### src/rtl/pi_request_queue.sv
// pi_request_queue: stages Pi GPIO register writes and posts complete 68k bus requests into a
// DEPTH-entry FIFO. Define PI_QUEUE_LEVEL_STATUS_EN to report FIFO occupancy in STATUS[15:12].
// Pi register map (PI_A): 0 DATA_LO, 1 DATA_HI, 2 ADDR_LO, 3 ADDR_HI, 4 STATUS.
module pi_request_queue #(
  parameter int DEPTH = 4,
  localparam int PTR_W = $clog2(DEPTH)
) (
  input  logic        SYSCLK,
  input  logic        RESET,
  input  logic        PI_WR,
  input  logic        PI_RD,
  input  logic [2:0]  PI_A,
  input  logic [15:0] PI_DATA_IN,
  output logic [15:0] PI_DATA_OUT,
  output logic        PI_DATA_OE,
  output logic        REQ_VALID,
  input  logic        REQ_READY,
  output logic [23:0] REQ_ADDR,
  output logic [2:0]  REQ_FC,
  output logic [1:0]  REQ_SIZE,
  output logic        REQ_READ,
  output logic [31:0] REQ_DATA,
  input  logic        DONE_STROBE,
  input  logic [31:0] DONE_DATA,
  output logic        BUSY,
  output logic        FULL
);
  localparam logic [2:0] PI_REG_DATA_LO = 3'd0;
  localparam logic [2:0] PI_REG_DATA_HI = 3'd1;
  localparam logic [2:0] PI_REG_ADDR_LO = 3'd2;
  localparam logic [2:0] PI_REG_ADDR_HI = 3'd3;
  localparam logic [2:0] PI_REG_STATUS  = 3'd4;
  localparam int ENTRY_W = 62;
  localparam int READ_BIT = 58;
  localparam logic [PTR_W-1:0] PTR_ONE   = PTR_W'(1);
  localparam logic [PTR_W:0]   CNT_ONE   = (PTR_W+1)'(1);
  localparam logic [PTR_W:0]   CNT_ZERO  = (PTR_W+1)'(0);
  localparam logic [PTR_W:0]   CNT_FULL  = (PTR_W+1)'(DEPTH);
  localparam logic [PTR_W+1:0] PEND_ONE  = (PTR_W+2)'(1);
  localparam logic [PTR_W+1:0] PEND_ZERO = (PTR_W+2)'(0);

  logic               wr_a_r, wr_b_r, wr_edge_s;
  logic [31:0]        stage_data_r, rd_data_r;
  logic [15:0]        stage_addr_r;
  logic [ENTRY_W-1:0] mem_r [DEPTH];
  logic [ENTRY_W-1:0] head_r, head_next_s, new_entry_s;
  logic [PTR_W-1:0]   rd_ptr_r, wr_ptr_r, rd_ptr_next_s;
  logic [PTR_W:0]     count_r, count_next_s;
  logic [PTR_W+1:0]   pend_reads_r, pend_next_s;
  logic               req_valid_r, full_r, busy_r, overflow_r;
  logic               inflight_r, inflight_read_r, inflight_next_s, inflight_read_next_s;
  logic               commit_s, push_s, pop_s, drop_s, done_s, done_read_s, read_push_s;
  logic [3:0]         level_s;

  // Next-state control for the FIFO, the in-flight tracker and the pending-read counter.
  always_comb begin
    wr_edge_s   = wr_b_r & ~wr_a_r;
    commit_s    = wr_edge_s && (PI_A == PI_REG_ADDR_HI);
    pop_s       = req_valid_r & REQ_READY;
    push_s      = commit_s && ((count_r != CNT_FULL) || pop_s);
    drop_s      = commit_s && !push_s;
    done_s      = DONE_STROBE & inflight_r;
    done_read_s = done_s & inflight_read_r;
    read_push_s = push_s & PI_DATA_IN[10];
    new_entry_s = {PI_DATA_IN[13:8], PI_DATA_IN[7:0], stage_addr_r, stage_data_r};
    if (pop_s) begin
      rd_ptr_next_s = rd_ptr_r + PTR_ONE;
    end else begin
      rd_ptr_next_s = rd_ptr_r;
    end
    case ({push_s, pop_s})
      2'b10:   count_next_s = count_r + CNT_ONE;
      2'b01:   count_next_s = count_r - CNT_ONE;
      default: count_next_s = count_r;
    endcase
    // The new head bypasses storage when it lands exactly at the next read slot.
    if (push_s && (wr_ptr_r == rd_ptr_next_s)) begin
      head_next_s = new_entry_s;
    end else begin
      head_next_s = mem_r[rd_ptr_next_s];
    end
    if (pop_s) begin
      inflight_next_s      = 1'b1;
      inflight_read_next_s = head_r[READ_BIT];
    end else if (done_s) begin
      inflight_next_s      = 1'b0;
      inflight_read_next_s = inflight_read_r;
    end else begin
      inflight_next_s      = inflight_r;
      inflight_read_next_s = inflight_read_r;
    end
    case ({read_push_s, done_read_s})
      2'b10:   pend_next_s = pend_reads_r + PEND_ONE;
      2'b01:   pend_next_s = pend_reads_r - PEND_ONE;
      default: pend_next_s = pend_reads_r;
    endcase
  end

  // Pi write strobe synchroniser, staging registers and sticky overflow.
  always_ff @(posedge SYSCLK or posedge RESET) begin
    if (RESET) begin
      wr_a_r       <= 1'b1;
      wr_b_r       <= 1'b1;
      stage_data_r <= 32'h0000_0000;
      stage_addr_r <= 16'h0000;
      overflow_r   <= 1'b0;
    end else begin
      wr_a_r <= PI_WR;
      wr_b_r <= wr_a_r;
      if (wr_edge_s) begin
        case (PI_A)
          PI_REG_DATA_LO: stage_data_r[15:0]  <= PI_DATA_IN;
          PI_REG_DATA_HI: stage_data_r[31:16] <= PI_DATA_IN;
          PI_REG_ADDR_LO: stage_addr_r        <= PI_DATA_IN;
          PI_REG_STATUS:  overflow_r          <= 1'b0;
          default:        stage_addr_r        <= stage_addr_r;
        endcase
      end
      if (drop_s) begin
        overflow_r <= 1'b1;
      end
    end
  end

  // Entry storage; slots are only read after being written, so they carry no reset.
  always_ff @(posedge SYSCLK) begin
    if (push_s) begin
      mem_r[wr_ptr_r] <= new_entry_s;
    end
  end

  // FIFO pointers, occupancy and the registered head/flag outputs.
  always_ff @(posedge SYSCLK or posedge RESET) begin
    if (RESET) begin
      wr_ptr_r    <= {PTR_W{1'b0}};
      rd_ptr_r    <= {PTR_W{1'b0}};
      count_r     <= CNT_ZERO;
      req_valid_r <= 1'b0;
      head_r      <= {ENTRY_W{1'b0}};
      full_r      <= 1'b0;
      busy_r      <= 1'b0;
    end else begin
      if (push_s) begin
        wr_ptr_r <= wr_ptr_r + PTR_ONE;
      end
      rd_ptr_r    <= rd_ptr_next_s;
      count_r     <= count_next_s;
      req_valid_r <= (count_next_s != CNT_ZERO);
      head_r      <= head_next_s;
      full_r      <= (count_next_s == CNT_FULL);
      busy_r      <= (count_next_s != CNT_ZERO) | inflight_next_s;
    end
  end

  // In-flight request tracking and returned read data.
  always_ff @(posedge SYSCLK or posedge RESET) begin
    if (RESET) begin
      inflight_r      <= 1'b0;
      inflight_read_r <= 1'b0;
      pend_reads_r    <= PEND_ZERO;
      rd_data_r       <= 32'h0000_0000;
    end else begin
      inflight_r      <= inflight_next_s;
      inflight_read_r <= inflight_read_next_s;
      pend_reads_r    <= pend_next_s;
      if (done_read_s) begin
        rd_data_r <= DONE_DATA;
      end
    end
  end

`ifdef PI_QUEUE_LEVEL_STATUS_EN
  // Occupancy for the status word, saturated to its 4-bit field.
  always_comb begin
    if (32'(count_r) > 32'd15) begin
      level_s = 4'd15;
    end else begin
      level_s = 4'(count_r);
    end
  end
`else
  assign level_s = 4'd0;
`endif

  // Pi read mux, decoded straight from the raw address pins.
  always_comb begin
    PI_DATA_OUT = 16'h0000;
    case (PI_A)
      PI_REG_DATA_LO: PI_DATA_OUT = rd_data_r[15:0];
      PI_REG_DATA_HI: PI_DATA_OUT = rd_data_r[31:16];
      PI_REG_ADDR_LO: PI_DATA_OUT = stage_addr_r;
      PI_REG_STATUS:  PI_DATA_OUT = {level_s, 7'd0, overflow_r, busy_r,
                                     (pend_reads_r != PEND_ZERO), (count_r == CNT_ZERO), full_r};
      default:        PI_DATA_OUT = 16'h0000;
    endcase
  end

  assign PI_DATA_OE = ~PI_RD & PI_WR;
  assign REQ_VALID  = req_valid_r;
  assign {REQ_FC, REQ_READ, REQ_SIZE, REQ_ADDR, REQ_DATA} = head_r;
  assign BUSY       = busy_r;
  assign FULL       = full_r;

endmodule

### config.mk
export PLATFORM = sky130hd
export DESIGN_NAME = pi_request_queue
export DESIGN_NICKNAME = d
export VERILOG_FILES = /design/src/rtl/pi_request_queue.sv
export SDC_FILE = /design/constraint.sdc
export NUM_CORES = 1
export LEC_CHECK = 0
export ABC_AREA = 1
export CAP_MARGIN = 40
export CELL_PAD_IN_SITES_DETAIL_PLACEMENT = 0
export CELL_PAD_IN_SITES_GLOBAL_PLACEMENT = 1
export CORE_UTILIZATION = 40
export CTS_BUF_LIST = sky130_fd_sc_hd__clkbuf_4 sky130_fd_sc_hd__clkbuf_8 sky130_fd_sc_hd__clkbuf_16
export CTS_CLUSTER_SIZE = 10
export DETAILED_ROUTE_END_ITERATION = 10
export DONT_BUFFER_PORTS = 1
export PLACE_DENSITY_LB_ADDON = 0.1
export SLEW_MARGIN = 10
export SYNTH_ARGS = -nofsm -noshare
export SYNTH_HDL_FRONTEND = slang
export SYNTH_SLANG_ARGS = --single-unit
### constraint.sdc
create_clock -name SYSCLK -period 5.3 [get_ports SYSCLK]
set_input_delay 0.53 -clock SYSCLK [delete_from_list [all_inputs] [get_ports SYSCLK]]
set_output_delay 0.53 -clock SYSCLK [all_outputs]
set_load 0.005 [all_outputs]
==> flow_metrics.tcl <==
set metrics [dict create \
    instances_no_fill 2185 \
    dp.cells 2099 \
    yosysWarnings 0 \
    nNetsFinal 1679 \
    cts_resized 0 \
    drive_above_1_share 0.07898 \
    drtAntennaViolNets 0 \
    grt_max_degree 76 \
    cts_made_buffers 48 \
    die_w_um 209.1 \
    synth_cell_types 31 \
    syn-num-nets 1687 \
    place_congestion 0.7200 \
    cap_violations 0 \
    relSlewSlack 0.4499 \
    io_buffers 0 \
    grt_usage 0.2160 \
    finalClockSkew_ns 0.01227 \
    vias 10996 \
    outcome "finished clean" \
    fmax_mhz 305.3 \
    worst_pin_slew_ns 0.8251 \
    ff2ff_path_depth 9 \
    drv_slew 0 \
    crit_chain "nand2_1, nand2_4, nand2_4, buf_4, nand2_1, nand3_1, nand2_1, nand2_1, nand2_1" \
    die_height_um 209.1 \
    dieArea_mm2 0.04372 \
    setup_violations 0 \
    setup_tns_ns 0 \
    drt_first_iter_violations 730 \
    viasPerCell 5.032 \
    total_power_mw 10.07 \
    syn_inst 1621 \
    power.leakage_nw 8.399 \
    fin_crit_ns 3.276 \
    hold_end "mem_r[1][50]" \
    irDropWorstVdd_mv 0.3150 \
    coreArea_mm2 0.04213 \
    period_share 0.6181 \
    start_kind "flop" \
    num_io_pins 139 \
    htreeDepth 2 \
    avgRoutedWirePerCell_um 20.79 \
    synth-seq-area-share 0.6690 \
    cts_setup_buffers 0 \
    clock_sinks 409 \
    final_area_mm2 0.01937 \
    grt_setup_unrepaired "no" \
    grt_pass1_vias 11173 \
    r2r_setup_slack_ns 2.02 \
    cts_tree "done" \
    crit_family "simple AND/OR/NAND/NOR gates" \
    finalHoldViolations 0 \
    start_util 0.4072 \
    areaGrowthSynthToFinish_pct 12.92 \
    grt-ovfl-total 0 \
    drc 0 \
    whs_path_depth 0 \
    hold_path.class "input port to flop" \
    crit_slowest_cell "nand2_4" \
    p_per_area_mw_per_mm2 519.6 \
    cts_max_path_buffers 3 \
    hpwl_mm 26.08 \
    rows 75 \
    cp_num_buf_inv 1 \
    syn_area_mm2 0.01716 \
    path_clk_slew_ns 0.06 \
    path_common_cell "nand2_1" \
    arrival_ns 3.74 \
    path_class "flop to flop" \
    endpoint_kind "flop" \
    required_ns 5.77 \
    totalWireLength_mm 45.43 \
    antenna_found_initial 2 \
    n_antenna_cell 0 \
    r2r-end "head_r[60]" \
    synth-seq-cells 409 \
    place_area_mm2 0.01782 \
    grt_pass1_wl_mm 70.22 \
    cts_root_buffer "clkbuf_16" \
    cpPeakStageDelay_ns 0.77 \
    dr.pass1.iters 5 \
    clk_latency_ns 0.57 \
    rr_startpoint "REQ_VALID" \
    hp-start "PI_DATA_IN[2]" \
    avgSynthCellArea_um2 10.58 \
    worstPathMaxFanout 66 \
]
-- metrics by stage --
| step | utilization | hold WS, ns | setup WS (ns) |
|---|---|---|---|
| floorplan | - | 0.3540 | 0.4250 |
| global placement | 0.4179 | 0.3559 | 1.768 |
| detailed placement | 0.4230 | 0.3578 | 1.866 |
| CTS | 0.4592 | 0.01592 | 1.922 |
| global route | 0.4598 | 0.01688 | 1.669 |
| finish | 0.4598 | 0.04829 | 2.024 |
-- Yosys cell counts --
master	instances	area, um2
a21oi_1	3	15.01
buf_1	8	30.03
buf_2	42	210.2
buf_4	1	7.510
buf_6	6	67.56
clkbuf_1	31	116.4
clkinv_1	1	3.750
dfrtp_1	159	3979
dfstp_2	2	52.55
edfxtp_1	248	7447
fa_1	1	20.02
ha_1	8	100.1
inv_1	181	679.4
mux2_2	2	22.52
nand2_1	493	1851
nand2_2	3	18.77
nand2_4	1	11.26
nand3_1	202	1011
nand3b_1	125	938.4
nand4_1	1	6.260
nor2_1	15	56.30
nor2_4	1	11.26
nor3_1	2	10.01
o2111ai_1	5	43.79
o211ai_1	4	30.03
o21ai_0	65	325.3
o221ai_1	3	26.28
o31ai_1	1	7.510
or2_2	1	6.260
xnor2_1	3	26.28
xor2_1	3	26.28
-- per-layer routing --
metal	up-vias	routed length (um)	track usage
met1	5331	20500	0.2876
met2	268	21220	0.3540
li1	5335	-	-
met4	0	942	0.05680
met3	62	2764	0.05125
met5	-	0	0
-- kinds of logic (layout without fill, tap and decap cells) --
logic type	after synthesis	in the layout	synth area share
XOR/XNOR	6	6	0.003064
AND/OR/NAND/NOR	844	844	0.2285
flip-flops	409	409	0.6690
multiplexers	2	2	0.001313
adder cells (fa/ha/maj)	9	9	0.007001
buffers and inverters	270	295	0.06498
AO/OA/AOI/OAI	81	81	0.02611
-- power by group --
group,internal [mW],switching [mW]
logic,0.764,1.71
registers,3.99,0.441
clock network,1.91,1.25
total,6.66,3.40
-- placed cells by master (no fill, tap or decap), types with 3 or more instances in the layout --
| cell type | count |
|---|---|
| buf_4 | 18 |
| o211ai_1 | 4 |
| a21oi_1 | 3 |
| inv_1 | 180 |
| o21ai_0 | 65 |
| buf_16 | 6 |
| clkbuf_4 | 29 |
| xor2_1 | 3 |
| nand2_4 | 5 |
| nand3_1 | 201 |
| nor2_1 | 11 |
| o221ai_1 | 3 |
| nand2_1 | 490 |
| nand3b_1 | 125 |
| clkbuf_16 | 49 |
| xnor2_1 | 3 |
| clkbuf_8 | 4 |
| edfxtp_1 | 248 |
| o2111ai_1 | 5 |
| ha_1 | 8 |
| dfrtp_1 | 159 |
| buf_12 | 3 |
| nor2_4 | 5 |
-- area by class of cell --
class	instances	area [um2]
fillers	3922	22760
flip-flops and latches	409	11480
multi-input cells	942	4633
clock buffers	82	1499
inverters	182	688.2
well taps	539	674.4
repair buffers	30	395.4
clock inverters	1	5.005
-- sequential cells by signal, summed over array words and instances (netlist names), 2 cells and up --
signal        flops
mem_r           248
head_r           62
rd_data_r        32
stage_data_r     32
stage_addr_r     16
pend_reads_r      4
count_r           3
rd_ptr_r          2
wr_ptr_r          2
-- worst max-delay path by stage --
stage          slack (ns)  cells after the start      start         end
2_1_floorplan        0.43                      1      RESET        BUSY
5_1_grt              1.67                      9  REQ_VALID  head_r[11]
3_3_place_gp         1.77                      9  REQ_READY  head_r[51]
6_report             2.02                      9  REQ_VALID  head_r[60]
4_1_cts              1.92                      9  REQ_VALID  head_r[59]
3_5_place_dp         1.87                      9  REQ_READY  head_r[59]
-- what timing repair did --
action	in CTS	in global routing
setup endpoints to repair	0	0
hold buffers	2	0
hold endpoints to repair	6	0
Note: power is estimated with default switching activity, not from simulation.
